--- config.mk ---
export PLATFORM = sky130hd
export DESIGN_NAME = crc16_frame_tx_ctrl
export DESIGN_NICKNAME = d
export VERILOG_FILES = /design/src/rtl/crc16_frame_tx_ctrl_pkg.sv /design/src/rtl/crc16_frame_tx_ctrl_crc16.sv /design/src/rtl/crc16_frame_tx_ctrl.sv
export SDC_FILE = /design/constraint.sdc
export NUM_CORES = 1
export LEC_CHECK = 0
export ABC_AREA = 1
export ABC_CLOCK_PERIOD_IN_PS = 4100
export BUFFER_PORTS_ARGS = -buffer_cell sky130_fd_sc_hd__buf_2
export CAP_MARGIN = 30
export CORE_AREA = 5 5 131 164
export DETAILED_ROUTE_END_ITERATION = 7
export DIE_AREA = 0 0 136 169
export PLACE_DENSITY = 0.39
export SLEW_MARGIN = 20
export SYNTH_ARGS = -nofsm -noshare
export SYNTH_HDL_FRONTEND = slang
export SYNTH_SLANG_ARGS = --single-unit
--- constraint.sdc ---
create_clock -name iClk -period 4.1 [get_ports iClk]
set_input_delay 0.205 -clock iClk [delete_from_list [all_inputs] [get_ports iClk]]
set_output_delay 0.205 -clock iClk [all_outputs]
set_load 0.05 [all_outputs]
--- src/rtl/crc16_frame_tx_ctrl_pkg.sv ---
`default_nettype none
// -----------------------------------------------------------------------------
// crc16_frame_tx_ctrl_pkg : shared state encoding, CRC-16 constants and step fn
// Revision: 1.0 - initial release
// -----------------------------------------------------------------------------
package crc16_frame_tx_ctrl_pkg;

   typedef enum logic [2:0] {
      ST_IDLE  = 3'd0,
      ST_FRAME = 3'd1,
      ST_TRAIL = 3'd2,
      ST_CLR   = 3'd3,
      ST_DROP  = 3'd4
   } state_e;

   localparam logic [15:0] CRC16_INIT        = 16'hFFFF;
   localparam logic [15:0] CRC16_POLY        = 16'h8005;
   localparam int unsigned MAX_WORDS_DEFAULT = 380;

   // MSB-first, unreflected: data bit 31 enters the register first.
   function automatic logic [15:0] crc16_next32(input logic [15:0] crc, input logic [31:0] data);
      logic [15:0] c;
      logic        fb;
      c = crc;
      for (int i = 31; i >= 0; i--) begin
         fb = c[15] ^ data[i];
         c  = {c[14:0], 1'b0} ^ (fb ? CRC16_POLY : 16'h0000);
      end
      return c;
   endfunction

endpackage
`default_nettype wire

--- src/rtl/crc16_frame_tx_ctrl_crc16.sv ---
`default_nettype none
// -----------------------------------------------------------------------------
// crc16_frame_tx_ctrl_crc16 : 32-bit/cycle CRC-16 engine, clear wins over enable
// Revision: 1.0 - initial release
// -----------------------------------------------------------------------------
module crc16_frame_tx_ctrl_crc16
   import crc16_frame_tx_ctrl_pkg::*;
(
   input  logic        iClk,
   input  logic        iRst_n,
   input  logic        iEn,
   input  logic        iClr,
   input  logic [31:0] iData,
   output logic [15:0] oCrc
);

   logic [15:0] crc_q;
   logic [15:0] crc_d;

   always_comb begin
      crc_d = crc_q;
      if (iClr) begin
         crc_d = CRC16_INIT;
      end else if (iEn) begin
         crc_d = crc16_next32(crc_q, iData);
      end
   end

   always_ff @(posedge iClk or negedge iRst_n) begin
      if (!iRst_n) begin
         crc_q <= CRC16_INIT;
      end else begin
         crc_q <= crc_d;
      end
   end

   assign oCrc = crc_q;

endmodule
`default_nettype wire

--- src/rtl/crc16_frame_tx_ctrl.sv ---
`default_nettype none
// -----------------------------------------------------------------------------
// crc16_frame_tx_ctrl : frame sequencer appending a CRC-16 trailer word per frame
// Optional statistics outputs when CRC16_FRAME_STAT_EN is defined.
// Revision: 1.0 - initial release
// -----------------------------------------------------------------------------
module crc16_frame_tx_ctrl
   import crc16_frame_tx_ctrl_pkg::*;
#(
   parameter int unsigned MAX_WORDS = MAX_WORDS_DEFAULT,
   parameter bit          TRAIL_HI  = 1'b0
)(
   input  logic        iClk,
   input  logic        iRst_n,
   input  logic [31:0] iData,
   input  logic        iValid,
   input  logic        iSop,
   input  logic        iEop,
   output logic        oReady,
   output logic [31:0] oData,
   output logic        oValid,
   output logic        oSop,
   output logic        oEop,
   input  logic        iReady,
   output logic        oProtoErr
`ifdef CRC16_FRAME_STAT_EN
   ,
   output logic [15:0] oFrameCnt,
   output logic [15:0] oErrCnt,
   output logic [15:0] oLastCrc
`endif
);

   localparam logic [15:0] MAX_W16 = 16'(MAX_WORDS);

   state_e      state_q, state_d;
   logic [15:0] count_q, count_d, w_count_inc;
   logic        drop_q, drop_d;
   logic [31:0] odata_q, odata_d;
   logic        ovalid_q, ovalid_d, osop_q, osop_d, oeop_q, oeop_d;
   logic        perr_q, perr_d;
   logic        w_out_free, w_ready, w_crc_en, w_crc_clr;
   logic [15:0] w_crc;
   logic [31:0] w_trailer;

   crc16_frame_tx_ctrl_crc16 u_crc (
      .iClk   (iClk),
      .iRst_n (iRst_n),
      .iEn    (w_crc_en),
      .iClr   (w_crc_clr),
      .iData  (iData),
      .oCrc   (w_crc)
   );

   generate
      if (TRAIL_HI) begin : g_trail_hi
         assign w_trailer = {w_crc, 16'h0000};
      end else begin : g_trail_lo
         assign w_trailer = {16'h0000, w_crc};
      end
   endgenerate

   assign w_out_free  = !ovalid_q || iReady;
   assign w_count_inc = count_q + 16'd1;

   always_comb begin
      state_d   = state_q;
      count_d   = count_q;
      drop_d    = drop_q;
      odata_d   = odata_q;
      osop_d    = osop_q;
      oeop_d    = oeop_q;
      ovalid_d  = ovalid_q && !iReady;
      perr_d    = 1'b0;
      w_crc_en  = 1'b0;
      w_crc_clr = 1'b0;
      w_ready   = 1'b0;
      unique case (state_q)
         ST_IDLE, ST_DROP: begin
            // A trailer may still be draining, so a new SOP must wait for the register.
            w_ready = (state_q == ST_DROP && !iSop) ? 1'b1 : w_out_free;
            if (iValid && w_ready) begin
               if (iSop) begin
                  ovalid_d = 1'b1;
                  odata_d  = iData;
                  osop_d   = 1'b1;
                  oeop_d   = 1'b0;
                  w_crc_en = 1'b1;
                  count_d  = 16'd1;
                  state_d  = iEop ? ST_TRAIL : ST_FRAME;
               end else if (state_q == ST_IDLE) begin
                  perr_d = 1'b1;
               end else if (iEop) begin
                  state_d = ST_IDLE;
               end
            end
         end
         ST_FRAME: begin
            if (iValid && iSop) begin
               perr_d  = 1'b1;
               state_d = ST_TRAIL;
            end else begin
               w_ready = w_out_free;
               if (iValid && w_out_free) begin
                  ovalid_d = 1'b1;
                  odata_d  = iData;
                  osop_d   = 1'b0;
                  oeop_d   = 1'b0;
                  w_crc_en = 1'b1;
                  count_d  = w_count_inc;
                  if (iEop) begin
                     state_d = ST_TRAIL;
                  end else if (w_count_inc == MAX_W16) begin
                     perr_d  = 1'b1;
                     drop_d  = 1'b1;
                     state_d = ST_TRAIL;
                  end
               end
            end
         end
         ST_TRAIL: begin
            // Trailer is latched here, so the engine may be cleared while it drains.
            if (w_out_free) begin
               ovalid_d = 1'b1;
               odata_d  = w_trailer;
               osop_d   = 1'b0;
               oeop_d   = 1'b1;
               state_d  = ST_CLR;
            end
         end
         ST_CLR: begin
            w_crc_clr = 1'b1;
            count_d   = 16'd0;
            drop_d    = 1'b0;
            state_d   = drop_q ? ST_DROP : ST_IDLE;
         end
         default: begin
            state_d = ST_IDLE;
         end
      endcase
   end

   always_ff @(posedge iClk or negedge iRst_n) begin
      if (!iRst_n) begin
         state_q  <= ST_IDLE;
         count_q  <= 16'd0;
         drop_q   <= 1'b0;
         odata_q  <= 32'd0;
         ovalid_q <= 1'b0;
         osop_q   <= 1'b0;
         oeop_q   <= 1'b0;
         perr_q   <= 1'b0;
      end else begin
         state_q  <= state_d;
         count_q  <= count_d;
         drop_q   <= drop_d;
         odata_q  <= odata_d;
         ovalid_q <= ovalid_d;
         osop_q   <= osop_d;
         oeop_q   <= oeop_d;
         perr_q   <= perr_d;
      end
   end

   assign oReady    = w_ready;
   assign oData     = odata_q;
   assign oValid    = ovalid_q;
   assign oSop      = osop_q;
   assign oEop      = oeop_q;
   assign oProtoErr = perr_q;

`ifdef CRC16_FRAME_STAT_EN
   logic [15:0] frame_cnt_q, frame_cnt_d;
   logic [15:0] err_cnt_q, err_cnt_d;
   logic [15:0] last_crc_q, last_crc_d;
   logic        w_trail_load, w_trail_xfer;

   assign w_trail_load = (state_q == ST_TRAIL) && w_out_free;
   assign w_trail_xfer = ovalid_q && oeop_q && iReady;

   always_comb begin
      frame_cnt_d = frame_cnt_q;
      err_cnt_d   = err_cnt_q;
      last_crc_d  = last_crc_q;
      if (w_trail_xfer && frame_cnt_q != 16'hFFFF) begin
         frame_cnt_d = frame_cnt_q + 16'd1;
      end
      if (perr_q && err_cnt_q != 16'hFFFF) begin
         err_cnt_d = err_cnt_q + 16'd1;
      end
      if (w_trail_load) begin
         last_crc_d = w_crc;
      end
   end

   always_ff @(posedge iClk or negedge iRst_n) begin
      if (!iRst_n) begin
         frame_cnt_q <= 16'd0;
         err_cnt_q   <= 16'd0;
         last_crc_q  <= CRC16_INIT;
      end else begin
         frame_cnt_q <= frame_cnt_d;
         err_cnt_q   <= err_cnt_d;
         last_crc_q  <= last_crc_d;
      end
   end

   assign oFrameCnt = frame_cnt_q;
   assign oErrCnt   = err_cnt_q;
   assign oLastCrc  = last_crc_q;
`endif

endmodule
`default_nettype wire

==> results by group <==
Cells and area
  • Layout cell share with drive strength beyond 1: 0.4155
  • # fillers: 2060
  • # diodes: 0
  • Nets@finish: 780
  • Area Growth Syn to Fin: 41.68%
  • Post-route cell area: 0.006873 mm²
  • Multi-input logic area: 0.003092 mm²
  • Register area: approximately 0.0018 mm²

Logic synthesis
  • Cell area after synthesis: 0.004851 mm²
  • Area contributors post-synth: dfrtp_1 (29%), dfstp_2 (8.7%), xor2_1 (8.1%)
  • Mapped Cells: ~600
  • Synth top area share: 0.2889
  • Syn nets: 634
  • Mean Syn Cell Area: 8.153 µm²
  • #FFs+latches synth: 72
  • Distinct cell type count after synthesis: 38
  • Most numerous cell in the Yosys netlist: nand2_1
  • Post-synth top flop: dfrtp_1
  • EDFF count, synth: 0
  • Warnings, synthesis: 0
  • Post-synth ARST share: 1.000
  • Post-synth top area cell: dfrtp_1
  • Register area share after synthesis: 0.3755
  • Synth cell count leaders: nand2_1 (103), inv_1 (92), dfrtp_1 (56), o21ai_0 (56), xor2_1 (45)

Detailed routing
  • Via Count: 4399
  • # DRC: 0
  • DRT Pass-1 Iters: 4
  • Antenna Violating Nets Remaining: 0
  • Via density: 4.330
  • WL/cell: 14.34 µm
  • Final wirelength: roughly 15 mm
  • Drt initial violations: 180

Floorplan
  • Starting density of the core: 0.2449
  • Top-Level Pins: 75
  • Die H: ~170 µm
  • Core box area: 0.01981 mm²
  • Die Width: 136 µm
  • # rows: just under 60
  • Die Area: approximately 0.023 mm²

Worst setup path
  • Worst R2R Setup Slack: -390 ps
  • Most used cell, CP: nand2_4
  • Endpoint class of the critical path: flop
  • Worst r2r path cells: 42
  • Slowest stage delay, CP: 580 ps
  • Crit Path Max Fanout: 4
  • Startpoint types: flop
  • Crit path required time: roughly 4400 ps
  • Crit-path slowest cell: dfstp_2
  • Worst Path Arrival: about 4800 ps
  • CP Class: reg2reg

Global route
  • First-pass GRT wire length: between 20 and 25 mm
  • Initial antenna violation count: 0
  • Largest net degree at the start of global routing: 52
  • Grt ovf: 0
  • Vias in the first global route: 4729
  • GRT Total Usage: 0.1319

CTS
  • Bufs on Longest Clock Path: 2
  • Clk slew on worst S/H paths: 60 ps
  • Htree depth: 3
  • CTS sink cnt: just over 70
  • Root buf cell: clkbuf_16
  • Clock tree from TritonCTS: done
  • Worst-Skew Late Latency: between 300 and 400 ps
  • Cts bufs inserted: 9

Place
  • DP HPWL: 10.65 mm
  • Placed inst area: approximately 0.0060 mm²
  • Port bufs: 74
  • GPL Wtd Cong: around 0.81

Timing
  • Worst-Margin Slew: 594.4 ps
  • Tcrit/Tclk final: 1.095
  • Slew headroom: 0.6028
  • Setup Skew: 8.585 ps
  • Fmax: ~220 MHz
  • RSZ-0062 raised after global routing: true
  • Final setup fails: 8
  • Final Hold Viols: 0
  • Tmin final: ~4500 ps
  • Setup ws final: -390.1 ps
  • Final Max Tran Viols: 0

Outcome
  • Violated checks: negative setup slack
  • Outcome: complete, but fails checks

Hold path
  • WHS Path Cells: 2
  • Worst min path class: in2reg

Flow run
  • Max cap viols: 0
## final timing paths
kind,end,start
min reg2reg,oData[15],oData[15]
min,oData[23],iData[23]
min in group asynchronous,oData[30],iRst_n
max reg2reg,u_crc.oCrc[15],u_crc.oCrc[15]
max,u_crc.oCrc[15],u_crc.oCrc[15]
max in group asynchronous,u_crc.oCrc[4],iRst_n
## cells in the final DEF, fill, tap and decap left out, types with 22 or more instances in the layout
| master | synthesis | routed |
|---|---|---|
| o22ai_1 | 22 | 22 |
| inv_1 | 92 | 90 |
| o21ai_0 | 56 | 56 |
| buf_4 | 0 | 73 |
| nand2_4 | 11 | 35 |
| buf_2 | 0 | 73 |
| nand2_1 | 103 | 75 |
| nand2_2 | 24 | 28 |
| dfrtp_1 | 56 | 56 |
| xor2_1 | 45 | 45 |
## critical path: cells and delay by family, from the launching register on
family        cells  cell delay [ps]
flops             1              580
simple gates     36             2930
buf+inv           3              210
xor+xnor          3              700
## through the flow
stage | setup slack, ps | setup TNS, ps | utilization | std cells | hold WS, ps
CTS | -299.4 | -1486 | 0.3348 | 1008 | 89.49
detailed placement | -332.5 | -1550 | 0.3027 | 975 | 174.9
floorplan | -17.86 | -34.43 | - | 595 | -90.59
global route | -720.7 | -5183 | 0.3469 | 1016 | 100.8
finish | -390.1 | -2369 | 0.3469 | 1016 | 106.8
global placement | -165.3 | -473.7 | 0.3013 | 974 | 446.4
## registers in the layout (all words and copies together), names as in the netlist
name and flops:
u_crc.oCrc 16, oValid 1, oSop 1, drop_q 1, oEop 1, oData 32
count_q 16, state_q 3, oProtoErr 1
## repair_timing
| item | 4_1_cts | 5_1_grt |
|---|---|---|
| hold endpoints to repair | 18 | 0 |
| setup endpoints to repair | 7 | 11 |
| hold buffers | 1 | 0 |
| buffers inserted | 16 | 12 |
| gates resized for setup | 39 | 42 |
| pin swaps | 4 | 29 |
## logic make-up (layout without fill, tap and decap cells)
kind of cell | after synthesis | after routing | share of synthesized area
AND/OR/NAND/NOR | 236 | 236 | 0.2623
buffers and inverters | 110 | 261 | 0.08512
AO/OA/AOI/OAI | 104 | 104 | 0.1266
XOR/XNOR | 72 | 72 | 0.1478
flip-flops | 72 | 72 | 0.3755
adder cells (fa/ha/maj) | 1 | 1 | 0.002579
## per-layer routing
metal  routed length, µm  track usage  share of wire  vias to the layer above
met2                7775       0.2386           0.53                       67
li1                    -            -              -                     2214
met1                6131       0.1516           0.42                     2101
met4                 271      0.05392          0.019                        0
met5                   0            0              0                        -
met3                 396      0.02348          0.027                       17
## area by class of cell
cell class,instances,area share
clock buffer,11,0.03532
multi-input combinational,413,0.4498
sequential,72,0.2651
tap,270,0.04915
timing repair buffer,149,0.1400
inverter,96,0.05243
clock inverter,5,0.008192
Power is left out: the tool's default activity adds up to more than one toggle a clock period on the data nets, which glitch-free logic cannot reach.
